## src/rtl/scan_mux_reg.sv

```systemverilog
// Registered N-channel multiplexer with direct select and autonomous channel scan.
// Scan mode holds each channel SCAN_HOLD enabled cycles and pulses scan_wrap on the last one.
`timescale 1ns/1ps
module scan_mux_reg #(
  parameter int unsigned N_CH      = 16,
  parameter int unsigned W         = 1,
  parameter int unsigned SCAN_HOLD = 4,
  localparam int unsigned SEL_W    = $clog2(N_CH)
) (
  input  logic                clk,
  input  logic                rst,
  input  logic                en,
  input  logic                mode,
  input  logic [N_CH*W-1:0]   in_bus,
  input  logic [SEL_W-1:0]    sel,
  output logic [W-1:0]        y,
  output logic [SEL_W-1:0]    y_sel,
  output logic                y_valid,
  output logic                scan_wrap
);

  localparam int unsigned CNT_W = (SCAN_HOLD > 1) ? $clog2(SCAN_HOLD) : 1;

  logic [W-1:0]     r_y;
  logic [SEL_W-1:0] r_y_sel;
  logic             r_y_valid;
  logic             r_scan_wrap;
  logic [SEL_W-1:0] r_cur_sel;
  logic [CNT_W-1:0] r_hold_cnt;
  logic             r_scan_active;

  logic [SEL_W-1:0] w_ch_eff;
  logic [CNT_W-1:0] w_cnt_eff;
  logic [SEL_W-1:0] w_src;
  logic [W-1:0]     w_mux;
  logic             w_in_range;
  logic             w_last_cnt;
  logic             w_last_ch;

  // A fresh scan entry behaves as hold cycle 0 of channel 0
  assign w_ch_eff   = r_scan_active ? r_cur_sel  : '0;
  assign w_cnt_eff  = r_scan_active ? r_hold_cnt : '0;
  assign w_src      = mode ? w_ch_eff : sel;
  assign w_in_range = ({1'b0, sel} < (SEL_W+1)'(N_CH));
  assign w_last_cnt = (w_cnt_eff == CNT_W'(SCAN_HOLD - 1));
  assign w_last_ch  = (w_ch_eff == SEL_W'(N_CH - 1));

  // Compare-based mux so out-of-range selects never index past in_bus
  always_comb begin
    w_mux = '0;
    for (int k = 0; k < int'(N_CH); k++) begin
      if (w_src == SEL_W'(k)) w_mux = in_bus[k*W +: W];
    end
  end

  always_ff @(posedge clk) begin
    if (rst) begin
      r_y           <= '0;
      r_y_sel       <= '0;
      r_y_valid     <= 1'b0;
      r_scan_wrap   <= 1'b0;
      r_cur_sel     <= '0;
      r_hold_cnt    <= '0;
      r_scan_active <= 1'b0;
    end else if (!en) begin
      r_y_valid   <= 1'b0;
      r_scan_wrap <= 1'b0;
    end else if (!mode) begin
      r_y           <= w_in_range ? w_mux : '0;
      r_y_sel       <= sel;
      r_y_valid     <= w_in_range;
      r_scan_active <= 1'b0;
      r_scan_wrap   <= 1'b0;
    end else begin
      r_y           <= w_mux;
      r_y_sel       <= w_ch_eff;
      r_y_valid     <= 1'b1;
      r_scan_active <= 1'b1;
      r_scan_wrap   <= w_last_ch && w_last_cnt;
      if (w_last_cnt) begin
        r_hold_cnt <= '0;
        r_cur_sel  <= w_last_ch ? '0 : w_ch_eff + SEL_W'(1);
      end else begin
        r_hold_cnt <= w_cnt_eff + CNT_W'(1);
        r_cur_sel  <= w_ch_eff;
      end
    end
  end

  assign y         = r_y;
  assign y_sel     = r_y_sel;
  assign y_valid   = r_y_valid;
  assign scan_wrap = r_scan_wrap;

endmodule
```

## config.mk

```make
export PLATFORM = sky130hd
export DESIGN_NAME = scan_mux_reg
export DESIGN_NICKNAME = d
export VERILOG_FILES = /design/src/rtl/scan_mux_reg.sv
export SDC_FILE = /design/constraint.sdc
export NUM_CORES = 1
export LEC_CHECK = 0
export ABC_AREA = 1
export CAP_MARGIN = 5
export CORE_MARGIN = 2
export CORE_UTILIZATION = 40
export DETAILED_ROUTE_END_ITERATION = 10
export GPL_TIMING_DRIVEN = 0
export HOLD_SLACK_MARGIN = 0.02
export PLACE_DENSITY = 0.72
export SKIP_CTS_REPAIR_TIMING = 1
export SYNTH_ARGS = -nofsm -noshare
export SYNTH_HDL_FRONTEND = slang
export SYNTH_SLANG_ARGS = --single-unit
```

## constraint.sdc

```tcl
create_clock -name clk -period 2.22 [get_ports clk]
set_input_delay 0.444 -clock clk [delete_from_list [all_inputs] [get_ports clk]]
set_output_delay 0.444 -clock clk [all_outputs]
set_load 0.02 [all_outputs]
```

==> out/qor.csv <==
metric;value;unit
path_class;input pin to register;
grt.met2_usage;0.318;
syn2layout_area_growth;40.0;%
synth_nets;168;
critPathMaxStageDelay;610;ps
async_flop_share;0;
boundaryPins;31;
cp_data_arrival_time;2120;ps
finalHoldViolCount;0;
p_per_area;480;mW/mm²
clk_pin_slew;90;ps
synth_area;905;µm²
crit_buf_inv;2;
yosysWarnings;0;
wl_per_cell;10.9;µm
setup_viol;0;
clock_latency;280;ps
ys_ff_latch;14;
worst_slack;271;ps
synth.area.top_cells;dfxtp_1 31%, nand2_1 18%, inv_1 7.9%, nand3_1 5.5%, nor2_1 4.1%;
overflow;0;
fp.dieH;51.6;µm
avgSynthCellArea;6.37;µm²
synth.most_common_cell;nand2_1;
cts_sinks;14;
instances_no_fill;203;
die_area;0.00266;mm²
die_w;51.6;µm
core_area;0.00217;mm²
cts_max_path_buffers;2;
synth-main-ff-cell;dfxtp_1;
grt_pass1_wl;3.74;mm
final_max_slew_viol_count;0;
dp_slack;-2.61;ps
fmax;0.513;GHz
cts_max_level;1;
cp_slowest_cell;clkdlybuf4s50_1;
r2r_slack;460;ps
finalCriticalPeriod;1950;ps
r2r_start;r_scan_active;
hpwl;1.68;mm
end_kind;register;
reg2reg_depth;10;
cts-root-buf;clkbuf_4;
antennaDiodeCount;0;
period_share;0.878;
first_global_vias;907;
required;2390;ps
cp_max_fo;9;
fin_skew;1.97;ps
nFillCells;223;
slew_headroom;0.685;
synth_top_area_cell;dfxtp_1;
rows;17;
worst_pin_slew;469;ps
antenna_found_initial;0;
power;0.000608;W
top_usage_layer;met2;
route.detailed.vias_per_inst;4.90;
p_seq_frac;0.444;
cp_top_family;simple AND/OR/NAND/NOR gates;
dr.pass1.iters;4;
use_met3;0.0172;
cpMostUsedCell;nand2_1;
yosysSeqAreaShare;0.310;
drc;0;
r2r_end;r_cur_sel[3];
crit_path_end;y;
timing.critical_path.depth;14;
synth.top_cell.area_share;0.310;
cts_tree;yes;
crit_start;mode;
crit_chain;clkdlybuf4s50_1, inv_2, nand2_2, nand2_4, nor2_2, nand2_1, nand2_1, nand2_1, nand2_1, nand2_1, nand3_1, nand4_1, nand2_1, a21oi_2;
p_int;0.000439;W
io_buffers;29;
synthTopCellsByCount;44 x nand2_1, 19 x inv_1, 14 x dfxtp_1;
hold-worst-slack;488;ps
final_nets;202;
grt_max_degree;11;
placedCellCount;199;
swShare;0.278;
p_leak;0.609;nW
netlist_instances;142;
combinationalPowerShare;0.255;
gp_congestion;0.805;
rsz0062_at_grt;no;
drive_gt1_frac;0.103;
cap_violations;0;
cts_inserted_buffers;3;
start_util;0.417;
ys_types;29;
drt-initial-drc-count;20;
ant_nets;0;
outcome;finished, final reports clean;
p_switching;0.000169;W
hold_path_class;register to register;
p_clk_frac;0.302;
num_vias;994;
wl;2.21;mm
grt_util_all_layers;0.186;
cp-start-kind;input pin;
ir_drop;0.504;mV
synth_edf_count;0;
met1_usage;0.232;
[placed cells by master, fill, tap and decap left out, types with 2 or more instances in the layout]
cell / instances
a21oi_1: 7
a31oi_1: 2
clkbuf_4: 3
clkdlybuf4s50_1: 29
dfxtp_1: 14
ha_1: 2
inv_1: 19
inv_2: 3
nand2_1: 44
nand2_2: 2
nand2_4: 2
nand3_1: 10
nand4_1: 3
nor2_1: 10
o211ai_1: 4
o21ai_0: 4
o21ai_1: 2
[worst reg2reg max path, delay by kind of cell, from the launching register on]
family / cells / cell delay [ps]
compound gates: 1 / 50
xor+xnor: 1 / 200
fa+ha+maj: 1 / 230
buf+inv: 3 / 310
flops: 1 / 320
simple gates: 4 / 530
[power by group through the flow]
stage	sequential (W)	combinational, W	clock (W)
floorplan	0.000284	0.0000737	0
global placement	0.000275	0.000153	0
detailed placement	0.000276	0.000154	0
CTS	0.000270	0.000156	0.000186
global route	0.000271	0.000174	0.000192
finish	0.000270	0.000155	0.000184
[per-layer routing]
| layer | share of wire | up-vias | routed length, µm |
|---|---|---|---|
| li1 | - | 522 | - |
| met5 | 0 | - | 0 |
| met3 | 0.073 | 2 | 161 |
| met4 | 0.0099 | 0 | 22 |
| met1 | 0.46 | 436 | 1020 |
| met2 | 0.46 | 34 | 1010 |
[area by class of cell]
| cell class | count | area (µm²) | area share |
|---|---|---|---|
| Sequential cell | 14 | 280 | 0.221 |
| Multi-Input combinational cell | 102 | 520 | 0.411 |
| Tap cell | 28 | 35.0 | 0.0277 |
| Buffer | 2 | 11.3 | 0.00889 |
| Inverter | 24 | 92.6 | 0.0731 |
| Timing Repair Buffer | 29 | 290 | 0.229 |
| Clock buffer | 4 | 36.3 | 0.0287 |
[through the flow]
stage,cell area [µm²],setup TNS (ps),util
global placement,1230,0,0.567
CTS,1270,0,0.584
detailed placement,1230,-2.61,0.567
finish,1270,0,0.584
global route,1270,0,0.584
floorplan,905,0,-
[flip-flops by register name, indices dropped and copies added (netlist names)]
signal         flops
scan_wrap          1
y_sel              4
r_scan_active      1
y                  1
r_cur_sel          4
y_valid            1
r_hold_cnt         2
[worst min-delay path by stage]
stage,startpoint,endpoint,cells after the start
floorplan,r_cur_sel[3],r_cur_sel[3],2
global placement,y_sel[2],y_sel[2],2
detailed placement,y_sel[2],y_sel[2],2
CTS,r_cur_sel[3],r_cur_sel[3],2
global route,y,y,2
finish,y_sel[2],y_sel[2],2
[kinds of logic after synthesis]
kind of cell | count (synthesis) | synth area share
xor+xnor | 2 | 0.0194
simple gates | 76 | 0.383
fa+ha+maj | 2 | 0.0277
compound gates | 22 | 0.145
flops | 14 | 0.310
buf+inv | 26 | 0.115
Power figures use the tool's default switching activity.
